[src/rtl/histo_frame_ctrl.sv]
// Frame sequencer for the 16-bin run-length histogram: clear, gated capture of one
// frame of bits, drain, valid/ready sweep of all bins, and an idle-time host read port.
module histo_frame_ctrl #(
    parameter int FRAME_LEN = 1024,
    parameter int NUM_BINS  = 16,
    parameter int CNT_W     = 10,
    parameter int DRAIN_CYC = 2
) (
    input  logic             clk_i,
    input  logic             rst_n,
    input  logic             start_i,
    input  logic             src_valid_i,
    input  logic             src_bit_i,
    output logic             src_ready_o,
    output logic             hist_init_o,
    output logic             data_valid_o,
    output logic             data_in_o,
    output logic [3:0]       hist_addr_o,
    input  logic [CNT_W-1:0] hist_data_i,
    output logic             rd_valid_o,
    input  logic             rd_ready_i,
    output logic [3:0]       rd_bin_o,
    output logic [CNT_W-1:0] rd_count_o,
    output logic             rd_last_o,
    input  logic             host_req_i,
    input  logic [3:0]       host_addr_i,
    output logic             host_ack_o,
    output logic [CNT_W-1:0] host_data_o,
    output logic             busy_o,
    output logic             done_o,
    output logic             frame_err_o
);

    localparam int CW = $clog2(FRAME_LEN) + 1;
    localparam int DW = $clog2(DRAIN_CYC + 2);

    localparam logic [2:0] ST_IDLE    = 3'd0;
    localparam logic [2:0] ST_INIT    = 3'd1;
    localparam logic [2:0] ST_CAPTURE = 3'd2;
    localparam logic [2:0] ST_DRAIN   = 3'd3;
    localparam logic [2:0] ST_RD_ADDR = 3'd4;
    localparam logic [2:0] ST_RD_CAPT = 3'd5;
    localparam logic [2:0] ST_RD_HOLD = 3'd6;

    logic [2:0]       state_q, state_d;
    logic [CW-1:0]    cnt_q, cnt_d;
    logic [DW-1:0]    drain_q, drain_d;
    logic [3:0]       bin_q, bin_d;
    logic             src_ready_q, src_ready_d;
    logic             hist_init_q, hist_init_d;
    logic             data_valid_q, data_valid_d;
    logic             data_in_q, data_in_d;
    logic [3:0]       hist_addr_q, hist_addr_d;
    logic             rd_valid_q, rd_valid_d;
    logic [3:0]       rd_bin_q, rd_bin_d;
    logic [CNT_W-1:0] rd_count_q, rd_count_d;
    logic             rd_last_q, rd_last_d;
    logic             host_p1_q, host_p1_d;
    logic             host_ack_q, host_ack_d;
    logic             busy_q, busy_d;
    logic             done_q, done_d;
    logic             frame_err_q, frame_err_d;

    // Next-state and output-register logic for the frame sequencer and host port.
    always_comb begin
        state_d      = state_q;
        cnt_d        = cnt_q;
        drain_d      = drain_q;
        bin_d        = bin_q;
        src_ready_d  = src_ready_q;
        hist_init_d  = 1'b0;
        data_valid_d = 1'b0;
        data_in_d    = data_in_q;
        hist_addr_d  = hist_addr_q;
        rd_valid_d   = rd_valid_q;
        rd_bin_d     = rd_bin_q;
        rd_count_d   = rd_count_q;
        rd_last_d    = rd_last_q;
        host_p1_d    = 1'b0;
        host_ack_d   = 1'b0;
        done_d       = 1'b0;
        frame_err_d  = frame_err_q;
        case (state_q)
            ST_IDLE: begin
                // A host read owns the address port until its ack; start is dropped meanwhile.
                if (host_p1_q) begin
                    host_ack_d = 1'b1;
                end else if (host_req_i && !host_ack_q) begin
                    hist_addr_d = host_addr_i;
                    host_p1_d   = 1'b1;
                end else if (start_i && !host_ack_q && !host_req_i) begin
                    state_d     = ST_INIT;
                    hist_init_d = 1'b1;
                    cnt_d       = '0;
                    frame_err_d = 1'b0;
                end else begin
                    state_d = ST_IDLE;
                end
            end
            ST_INIT: begin
                state_d     = ST_CAPTURE;
                src_ready_d = 1'b1;
            end
            ST_CAPTURE: begin
                if (src_valid_i && src_ready_q) begin
                    data_valid_d = 1'b1;
                    data_in_d    = src_bit_i;
                    cnt_d        = cnt_q + CW'(1);
                    if (cnt_q == CW'(FRAME_LEN - 1)) begin
                        state_d     = ST_DRAIN;
                        src_ready_d = 1'b0;
                        drain_d     = '0;
                    end else begin
                        state_d = ST_CAPTURE;
                    end
                end else begin
                    frame_err_d = 1'b1;
                end
            end
            ST_DRAIN: begin
                // First drain cycle still carries the final data_valid beat.
                if (drain_q == DW'(DRAIN_CYC)) begin
                    state_d     = ST_RD_ADDR;
                    bin_d       = 4'd0;
                    hist_addr_d = 4'd0;
                end else begin
                    drain_d = drain_q + DW'(1);
                end
            end
            ST_RD_ADDR: begin
                state_d = ST_RD_CAPT;
            end
            ST_RD_CAPT: begin
                state_d    = ST_RD_HOLD;
                rd_count_d = hist_data_i;
                rd_bin_d   = bin_q;
                rd_valid_d = 1'b1;
                rd_last_d  = (bin_q == 4'(NUM_BINS - 1));
            end
            ST_RD_HOLD: begin
                if (rd_ready_i) begin
                    rd_valid_d = 1'b0;
                    rd_last_d  = 1'b0;
                    if (bin_q == 4'(NUM_BINS - 1)) begin
                        state_d = ST_IDLE;
                        done_d  = 1'b1;
                    end else begin
                        state_d     = ST_RD_ADDR;
                        bin_d       = bin_q + 4'd1;
                        hist_addr_d = bin_q + 4'd1;
                    end
                end else begin
                    state_d = ST_RD_HOLD;
                end
            end
            default: begin
                state_d     = ST_IDLE;
                src_ready_d = 1'b0;
                rd_valid_d  = 1'b0;
                rd_last_d   = 1'b0;
            end
        endcase
        busy_d = (state_d != ST_IDLE);
    end

    // State and output registers.
    always_ff @(posedge clk_i or negedge rst_n) begin
        if (!rst_n) begin
            state_q      <= ST_IDLE;
            cnt_q        <= '0;
            drain_q      <= '0;
            bin_q        <= 4'd0;
            src_ready_q  <= 1'b0;
            hist_init_q  <= 1'b0;
            data_valid_q <= 1'b0;
            data_in_q    <= 1'b0;
            hist_addr_q  <= 4'd0;
            rd_valid_q   <= 1'b0;
            rd_bin_q     <= 4'd0;
            rd_count_q   <= '0;
            rd_last_q    <= 1'b0;
            host_p1_q    <= 1'b0;
            host_ack_q   <= 1'b0;
            busy_q       <= 1'b0;
            done_q       <= 1'b0;
            frame_err_q  <= 1'b0;
        end else begin
            state_q      <= state_d;
            cnt_q        <= cnt_d;
            drain_q      <= drain_d;
            bin_q        <= bin_d;
            src_ready_q  <= src_ready_d;
            hist_init_q  <= hist_init_d;
            data_valid_q <= data_valid_d;
            data_in_q    <= data_in_d;
            hist_addr_q  <= hist_addr_d;
            rd_valid_q   <= rd_valid_d;
            rd_bin_q     <= rd_bin_d;
            rd_count_q   <= rd_count_d;
            rd_last_q    <= rd_last_d;
            host_p1_q    <= host_p1_d;
            host_ack_q   <= host_ack_d;
            busy_q       <= busy_d;
            done_q       <= done_d;
            frame_err_q  <= frame_err_d;
        end
    end

    assign src_ready_o  = src_ready_q;
    assign hist_init_o  = hist_init_q;
    assign data_valid_o = data_valid_q;
    assign data_in_o    = data_in_q;
    assign hist_addr_o  = hist_addr_q;
    assign rd_valid_o   = rd_valid_q;
    assign rd_bin_o     = rd_bin_q;
    assign rd_count_o   = rd_count_q;
    assign rd_last_o    = rd_last_q;
    assign host_ack_o   = host_ack_q;
    // Bin value arrives from the histogram in the ack cycle itself, so it is gated rather than re-registered.
    assign host_data_o  = host_ack_q ? hist_data_i : '0;
    assign busy_o       = busy_q;
    assign done_o       = done_q;
    assign frame_err_o  = frame_err_q;

endmodule
[config.mk]
export PLATFORM = sky130hd
export DESIGN_NAME = histo_frame_ctrl
export DESIGN_NICKNAME = d
export VERILOG_FILES = /design/src/rtl/histo_frame_ctrl.sv
export SDC_FILE = /design/constraint.sdc
export NUM_CORES = 1
export LEC_CHECK = 0
export ABC_AREA = 1
export CAP_MARGIN = 25
export CORE_AREA = 4 4 74 76
export DETAILED_ROUTE_END_ITERATION = 8
export DIE_AREA = 0 0 78 80
export GPL_TIMING_DRIVEN = 0
export PLACE_DENSITY_LB_ADDON = 0.1
export REMOVE_ABC_BUFFERS = 1
export SYNTH_ARGS = -nofsm -noshare
export SYNTH_HDL_FRONTEND = slang
export SYNTH_SLANG_ARGS = --single-unit
[constraint.sdc]
create_clock -name clk_i -period 4.4 [get_ports clk_i]
set_input_delay 0.66 -clock clk_i [delete_from_list [all_inputs] [get_ports clk_i]]
set_output_delay 0.66 -clock clk_i [all_outputs]
set_load 0.02 [all_outputs]
### After elaboration in Yosys (flattened, before gate mapping)

Cells that the tools add are included.

| word-level totals | value |
|---|---|
| output and inout port bits | 38 |
| word-level logic and storage cells | 116 |
| bits in registers | 49 |
| input port bits | 21 |

| cells by class | value |
|---|---|
| reductions and logical operators | 22 |
| multiplexer cells | 51 |
| $add $sub $neg | 3 |
| equal/unequal tests | 20 |
| bitwise logic cells | 2 |

Operator list:

| kind | number |
|---|---|
| 2-to-1 mux 11 bit | 4 |
| 2-to-1 mux 1 bit | 23 |
| != test 2 bit (second input constant) | 11 |
| one-hot mux 11 bit (2 select lines) | 1 |
| one-hot mux 3 bit (7 select lines) | 1 |
| 2-to-1 mux 4 bit | 5 |
| 2-to-1 mux 3 bit | 6 |
| one-hot mux 4 bit (3 select lines) | 1 |
| adder 11 x 1 -> 11 bit (second input constant) | 1 |
| == test 11 x 10 -> 1 bit (second input constant) | 1 |
| 2-to-1 mux 10 bit | 1 |
| AND reduction 5 bit | 2 |
| OR reduction 5 bit | 2 |
| == test 3 bit (second input constant) | 3 |
| one-hot mux 1 bit (3 select lines) | 3 |
| one-hot mux 4 bit (2 select lines) | 1 |
| AND reduction 4 bit | 2 |
| == test 3 x 2 -> 1 bit (second input constant) | 2 |
| 2-to-1 mux 2 bit | 3 |
| AND reduction 6 bit | 1 |
| nonzero test 2 bit | 3 |
| nonzero test 3 bit | 2 |
| adder 4 x 1 -> 4 bit (second input constant) | 1 |
| == test 4 bit (second input constant) | 1 |
| 11 further kinds | 17 |

### Longest topological paths before layout

Gate-level depths: netlist (run 1).

| depth | value |
|---|---|
| depth in word-level cells | 8 |
| gate-level depth with buffers | 9 |

### Least setup slack after synthesis (run 1)

No wires, ideal clock.

| timing path | value |
|---|---|
| kind | reg-to-output |
| from | reg host_ack_q (netlist: host_ack_o) |
| to | out host_data_o[0] |
| setup slack | 2.770 ns |
| arrival | 0.970 ns |
| required time | 3.740 ns |
| cell stages (with the launch flop) | 4 |
| cell sequence | dfrtp_1 -> clkbuf_1 -> nand2_1 -> inv_1 |

| between the ends | value |
|---|---|
| longest elaborated chain between the ends | 1 |

Ends and longest elaborated chain:

| what | line | RTL |
|---|---|---|
| start: declaration | 59 | `logic host_ack_q, host_ack_d;` |
| start signal: assignment | 202 | `host_ack_q <= host_ack_d;` |
| 2-to-1 mux 10 bit | 220 | `assign host_data_o = host_ack_q ? hist_data_i : '0;` |
| end: declaration | 28 | `output logic [CNT_W-1:0] host_data_o,` |

No other way between the ends.

### Worst setup path after layout (run 1)

| timing path | value |
|---|---|
| from | in hist_data_i[8] |
| to | out host_data_o[8] |

| between the ends | value |
|---|---|
| longest elaborated chain between the ends | 1 |

Ends and longest elaborated chain:

| what | line | RTL |
|---|---|---|
| start: declaration | 19 | `input logic [CNT_W-1:0] hist_data_i,` |
| 2-to-1 mux 10 bit | 220 |  |

No other way between the ends.

==> key figures, run 1 <==
Floorplanning
  – Core box area: 0.00472 sq mm
  – Die width: 78 um
  – Rows: 25
  – Die Height: around 80 um
  – Initial Util: 0.528
  – Die area: about 0.0062 sq mm
  – IO Count: 59

Critical path
  – CP Max Fanout: 2
  – Startpoint types: input pin
  – Kind of critical path: input pin to output port
  – CP Data Required Time: 3.74 ns
  – Crit path arrival time: 1.85 ns
  – Setup crit end kind: output port

Synth
  – Synth warn: 0
  – Seq/Total Area, Yosys: 0.491
  – Post-synth cell types: 26
  – Mapped Area: 0.00250 sq mm
  – Syn_area_per_cell: 8.00 sq um
  – Post-Synthesis Cells: 312
  – Count of state elements after synthesis: 49

Layout
  – Ant. Diodes: 0
  – Seq. cell area: about 0.0012 sq mm
  – Layout area overhead: 31.0%
  – Multi-input logic area: 0.00109 sq mm
  – Filler cells: 398
  – Final design utilization: 0.692
  – Layout cells sized above 1: 0.101
  – Total Nets Final: 398

Global routing
  – Overflow after GRT: 0
  – Initial antenna violation count: 0
  – Largest net degree at the start of global routing: 27
  – Vias in the first global route: around 2100
  – First-pass GRT wire length: just over 9000 um
  – Gr usage total: 0.183

Pwr
  – Clk pwr share: 0.189
  – PwrDens: 526 mW/mm^2
  – Max VDD drop: 0.459 mV
  – Sw Share: 0.389
  – Total power: 1.72 mW
  – Internal Pwr Total: 1.05 mW
  – Switching power: 668 uW
  – Leak: 1.64 nW
  – Register share of total power: 0.374
  – Combinational share of power: 0.437

Timing
  – Relative slew slack: 0.585
  – Hold Vio Cnt, Final: 0
  – Setup_tns: 0 ns
  – RSZ-0062 raised after global routing: no
  – Setup Viol. Count Final: 0
  – Final Cycle Share: 0.571
  – Fmax achieved: 398 MHz
  – Final Skew: 0.00667 ns
  – Worst Tran Pin Value: 0.622 ns
  – Minimum clock period: 2.51 ns
  – Pins Over Slew Limit: 0

Run status
  – Status: finished, final reports clean

Clock tree
  – Reg clk slew, reported paths: 0.08 ns
  – Max H-tree Level: 2
  – Cts bufs inserted: 5
  – Clk Tree Root Cell: clkbuf_8
  – Worst-Skew Late Latency: 0.30 ns
  – Clock buffer depth: 2
  – CTS tree: yes
  – CTS resizes: 0
  – Hold_buf cts: 0
  – Clk sink count: 49
  – Setup repair bufs after CTS: 0

Place
  – GP Congestion: 0.830
  – DPL Wire Length: 4090 um
  – Port bufs: 58

Worst hold path
  – Hold WC Path Type: input pin to async pin

Routing
  – # DRC: 0
  – ANT nets after route: 0
  – Via density: 4.90
  – Post-Route WL: ~5300 um
  – Via count: 2164
  – DRT iter0 DRCs: around 130
  – Drt pass-1 iters: 4
  – Avg WL per Cell: 11.9 um

Job
  – Maxcap violations: 0
final timing paths:
kind / startpoint / endpoint / slack (ns) / depth (start not counted)
worst max-delay path: hist_data_i[8] / host_data_o[8] / 1.89 / 4
worst min-delay path: rst_n / rd_count_o[4]$_DFFE_PN0P_ / 0.37 / 1
worst max register to register: cnt_q[0]$_DFFE_PN0P_ / drain_q[0]$_DFFE_PN0P_ / 2.70 / 7
worst min register to register: rd_valid_o$_DFFE_PN0P_ / rd_valid_o$_DFFE_PN0P_ / 0.48 / 2
max in group asynchronous: rst_n / cnt_q[2]$_DFFE_PN0P_ / 3.50 / 2
min in group clk_i: rd_valid_o$_DFFE_PN0P_ / rd_valid_o$_DFFE_PN0P_ / 0.48 / 2
cells by family after synthesis:
group | synth area share
AND/OR/NAND/NOR | 0.323
flip-flops | 0.491
buffers and inverters | 0.0707
AO/OA/AOI/OAI | 0.0386
multiplexers | 0.0541
adder cells (fa/ha/maj) | 0.0150
XOR/XNOR | 0.00702
synthesized netlist by cell type:
master | count | area [sq um]
o21ai_1 | 10 | 50.1
xor2_1 | 1 | 8.76
nand3b_1 | 2 | 15.0
clkbuf_1 | 1 | 3.75
buf_6 | 1 | 11.3
o21ai_2 | 1 | 8.76
nor2_2 | 3 | 18.8
nor2_1 | 27 | 101
ha_1 | 3 | 37.5
a21oi_1 | 2 | 10.0
inv_2 | 5 | 18.8
nor2_4 | 2 | 22.5
clkinv_1 | 1 | 3.75
mux2_2 | 12 | 135
nand3_4 | 2 | 35.0
nand3_1 | 29 | 145
nor3_1 | 1 | 5.00
nand4_1 | 3 | 18.8
xnor2_1 | 1 | 8.76
nand2_1 | 112 | 420
dfrtp_1 | 49 | 1230
o21ai_0 | 4 | 20.0
inv_1 | 33 | 124
o21bai_1 | 1 | 7.51
buf_4 | 2 | 15.0
nand2_2 | 4 | 25.0
layout by cell type, fill, tap and decap left out:
cell type and count:
a21oi_1 2, buf_16 1, buf_2 1, bufinv_16 1, clkbuf_1 1, clkbuf_8 6
clkdlybuf4s50_1 57, clkinv_1 1, dfrtp_1 49, ha_1 3, inv_1 33, inv_2 5
mux2_2 12, nand2_1 112, nand2_2 4, nand3_1 29, nand3_4 2, nand3b_1 2
nand4_1 3, nor2_1 27, nor2_2 3, nor2_4 2, nor3_1 1, o21ai_0 4
o21ai_1 10, o21ai_2 1, o21bai_1 1, xnor2_1 1, xor2_1 1
metal layers:
| layer | vias up | global-route usage | part of all wire |
|---|---|---|---|
| met5 | - | 0 | 0 |
| met4 | 0 | 0.0769 | 0.016 |
| met3 | 9 | 0.0350 | 0.054 |
| met2 | 55 | 0.344 | 0.49 |
| met1 | 994 | 0.201 | 0.44 |
| li1 | 1106 | - | - |
worst max-delay path, stage by stage:
cell and delay (ns):
clkdlybuf4s50_1 0.47, nand2_1 0.06, inv_1 0.07, clkdlybuf4s50_1 0.60
through the flow:
| stage | area, sq um | setup slack, ns | cells | hold WS, ns |
|---|---|---|---|---|
| global placement | 3130 | 1.26 | 433 | 0.455 |
| detailed placement | 3150 | 1.88 | 434 | 0.458 |
| finish | 3270 | 1.89 | 442 | 0.367 |
| CTS | 3270 | 1.88 | 442 | 0.383 |
| global route | 3270 | 1.83 | 442 | 0.416 |
| floorplan | 2470 | 2.88 | 308 | 0.364 |
cell type report:
| cell class | instances | share of cell area |
|---|---|---|
| Clock buffer | 7 | 0.0264 |
| Clock inverter | 1 | 0.00918 |
| Inverter | 39 | 0.0448 |
| Multi-Input combinational cell | 220 | 0.334 |
| Sequential cell | 49 | 0.375 |
| Tap cell | 67 | 0.0256 |
| Timing Repair Buffer | 59 | 0.184 |
power groups by stage:
stage	combinational, mW	clock [mW]	sequential (mW)
floorplan	0.368	0	0.733
global placement	0.744	0	0.647
detailed placement	0.757	0	0.651
CTS	0.761	0.335	0.643
global route	0.826	0.357	0.660
finish	0.751	0.326	0.642
sequential cells by signal, summed over array words and instances (netlist names), 2 cells and up:
| register | flops |
|---|---|
| cnt_q | 11 |
| rd_count_o | 10 |
| bin_q | 4 |
| hist_addr_o | 4 |
| rd_bin_o | 4 |
| state_q | 3 |
| drain_q | 2 |
No activity file was read; power rests on OpenSTA's default activity.
==> inputs of run 2 (changes only) <==
--- a/config.mk
+++ b/config.mk
@@ -7,9 +7,9 @@
 export LEC_CHECK = 0
 export ABC_AREA = 1
 export CAP_MARGIN = 25
-export CORE_AREA = 4 4 74 76
+export CORE_AREA = 4 4 80 82
 export DETAILED_ROUTE_END_ITERATION = 8
-export DIE_AREA = 0 0 78 80
+export DIE_AREA = 0 0 84 86
 export GPL_TIMING_DRIVEN = 0
 export PLACE_DENSITY_LB_ADDON = 0.1
 export REMOVE_ABC_BUFFERS = 1
==> constraint.sdc (replaced) <==
create_clock -name clk_i -period 2.3 [get_ports clk_i]
set_input_delay 0.345 -clock clk_i [delete_from_list [all_inputs] [get_ports clk_i]]
set_output_delay 0.345 -clock clk_i [all_outputs]
set_load 0.02 [all_outputs]
==> key figures, run 2 (same netlist as run 1, synthesis figures left out) <==
Run status
  – Status: finished, final reports clean (unchanged)

Floorplanning
  – Die area: 0.00722 sq mm (was 0.00624 sq mm)
  – IO Count: 59 (unchanged)
  – Die Height: 86 um (was 80 um)
  – Initial Util: 0.434 (was 0.528)
  – Die width: 84 um (was 78 um)
  – Rows: 28 (was 25)
  – Core box area: 0.00575 sq mm (was 0.00472 sq mm)

Timing
  – Fmax achieved: 493 MHz
  – Hold Vio Cnt, Final: 0 (unchanged)
  – Worst Tran Pin Value: 0.439 ns (was 0.622 ns)
  – Pins Over Slew Limit: 0 (unchanged)
  – Minimum clock period: 2.03 ns
  – Final Cycle Share: 0.883
  – Final Skew: 0.00869 ns (was 0.00667 ns)
  – Setup Viol. Count Final: 0 (unchanged)
  – RSZ-0062 raised after global routing: no (unchanged)
  – Final worst slack: 0.270 ns (was 1.89 ns)
  – Relative slew slack: 0.707 (was 0.585)

Routing
  – ANT nets after route: 0 (unchanged)
  – # DRC: 0 (unchanged)
  – Post-Route WL: 5280 um (was 5270 um)
  – Avg WL per Cell: 11.7 um (was 11.9 um)
  – Drt pass-1 iters: 5 (was 4)
  – Via count: 2113 (was 2164)
  – Via density: 4.69 (was 4.90)
  – DRT iter0 DRCs: 61 (was 129)

Critical path
  – Cells on worst reg2reg path: 7 (unchanged)
  – CP Data Required Time: 1.96 ns (was 3.74 ns)
  – Critical Path, Cell by Cell: nand2_1 -> inv_1 -> clkdlybuf4s50_1 (was clkdlybuf4s50_1 -> nand2_1 -> inv_1 -> clkdlybuf4s50_1)
  – Reg-to-Reg End: drain_q[1]$_DFFE_PN0P_ (was drain_q[0]$_DFFE_PN0P_)
  – Worst r2r src: cnt_q[0]$_DFFE_PN0P_ (unchanged)
  – Startpoint types: register (was input pin)
  – Setup crit end kind: output port (unchanged)
  – Crit path from: host_ack_o$_DFF_PN0_ (was hist_data_i[8])
  – R2R setup slack: 0.66 ns (was 2.70 ns)
  – Setup crit end: host_data_o[1] (was host_data_o[8])
  – Kind of critical path: register to output port (was input pin to output port)
  – CP peak stage delay: 0.62 ns (was 0.60 ns)
  – CP Max Fanout: 13 (was 2)
  – Slowest cell on the critical path: dfrtp_1 (was clkdlybuf4s50_1)
  – Crit path arrival time: 1.69 ns (was 1.85 ns)

Global routing
  – Initial antenna violation count: 0 (unchanged)
  – Vias in the first global route: 2041 (was 2104)
  – Largest net degree at the start of global routing: 35 (was 27)
  – Overflow after GRT: 0 (unchanged)
  – Gr usage total: 0.153 (was 0.183)
  – First-pass GRT wire length: 9120 um (was 9130 um)

Clock tree
  – Reg clk slew, reported paths: 0.09 ns (was 0.08 ns)
  – Cts bufs inserted: 5 (unchanged)
  – Worst-Skew Late Latency: 0.30 ns (about the same)
  – Clk Tree Root Cell: clkbuf_8 (unchanged)
  – CTS tree: yes (unchanged)
  – Max H-tree Level: 2 (unchanged)
  – Clk sink count: 49 (unchanged)
  – Clock buffer depth: 2 (unchanged)

Place
  – Dpl ws: 0.402 ns (was 1.88 ns)
  – GP Congestion: 0.845 (was 0.830)
  – Port bufs: 58 (unchanged)
  – DPL Wire Length: 3990 um (was 4090 um)

Layout
  – Final design utilization: 0.574 (was 0.692)
  – Seq. cell area: 0.00123 sq mm (unchanged)
  – Most frequent cells in the layout: 112 x nand2_1, 57 x clkdlybuf4s50_1, 49 x dfrtp_1 (unchanged)
  – Largest reg by FF count: cnt_q (unchanged)
  – Multi-input logic area: 0.00109 sq mm (unchanged)
  – Largest register FFs: 11 (unchanged)
  – Layout area overhead: 32.2% (was 31.0%)
  – Filler cells: 525 (was 398)
  – Commonest non-fill, non-tap cell in the layout: nand2_1 (unchanged)
  – Total Nets Final: 399 (was 398)
  – Layout cells sized above 1: 0.104 (was 0.101)
  – Ant. Diodes: 0 (unchanged)

Pwr
  – Leak: 1.65 nW (was 1.64 nW)
  – Max VDD drop: 0.490 mV (was 0.459 mV)
  – PwrDens: 1020 mW/mm^2 (was 526 mW/mm^2)

Worst hold path
  – Hold WC Path Type: register to register (was input pin to async pin)

Job
  – Maxcap violations: 0 (unchanged)
==> run 2: cell count changes in the layout (fill, tap and decap cells not counted), sizes merged <==
cell         change
clkbuf           -2
clkinv           +1
bufinv           +1
dlygate4sd3      +1
==> run 2: report_power, final <==
part / internal, mW / switching [mW] / total [mW] / leakage, nW
registers: 1.07 / 0.164 / 1.23 / 0.640
logic: 0.587 / 0.824 / 1.41 / 0.943
clock network: 0.432 / 0.283 / 0.715 / 0.0681
total: 2.09 / 1.27 / 3.36 / 1.65
==> run 2: what timing repair did <==
item                      in CTS  in global routing
resized for setup              0                  0
hold buffers                   1                  0
hold endpoints to repair      15                  0
setup buffers                  0                  0
==> run 2: through the flow <==
stage | setup TNS [ns] | instances | power, mW | area, sq um | hold slack (ns)
after detailed placement | 0 | 442 | 2.68 | 3160 | 0.293
after global placement | -30.00 | 441 | 2.66 | 3140 | 0.456
after global routing | 0 | 451 | 3.61 | 3300 | 0.509
final | 0 | 451 | 3.36 | 3300 | 0.478
after floorplan | 0 | 308 | 2.11 | 2470 | 0.0494
after CTS | 0 | 451 | 3.41 | 3300 | 0.485
==> run 2: how the worst min path moves through the flow <==
stage | slack [ns] | to | depth (start not counted) | from
after floorplan | 0.05 | bin_q[0]$_DFFE_PN0P_ | 0 | rst_n
after global placement | 0.46 | data_in_o$_DFFE_PN0P_ | 2 | data_in_o$_DFFE_PN0P_
after detailed placement | 0.29 | rd_count_o[2]$_DFFE_PN0P_ | 1 | rst_n
after CTS | 0.48 | hist_addr_o[3]$_DFFE_PN0P_ | 2 | hist_addr_o[3]$_DFFE_PN0P_
after global routing | 0.51 | hist_addr_o[3]$_DFFE_PN0P_ | 2 | hist_addr_o[3]$_DFFE_PN0P_
final | 0.48 | data_in_o$_DFFE_PN0P_ | 2 | data_in_o$_DFFE_PN0P_
==> run 2: cell type report <==
cell class / instances / share of cell area
Clock inverter: 3 / 0.0197
Inverter: 39 / 0.0444
Clock buffer: 5 / 0.0209
Timing Repair Buffer: 60 / 0.184
Multi-Input combinational cell: 220 / 0.331
Tap cell: 75 / 0.0284
Sequential cell: 49 / 0.372
==> run 2: routing by layer <==
metal | up-vias | share of wire | global-route usage
li1 | 1103 | - | -
met1 | 960 | 0.48 | 0.194
met2 | 46 | 0.47 | 0.270
met3 | 4 | 0.046 | 0.0327
met4 | 0 | 0.0068 | 0.0351
met5 | - | 0 | 0
==> run 2: critical path: cells and delay by family (launching register included) <==
family | cells | cell delay, ns
buf+inv | 2 | 0.66
flops | 1 | 0.62
simple gates | 1 | 0.10
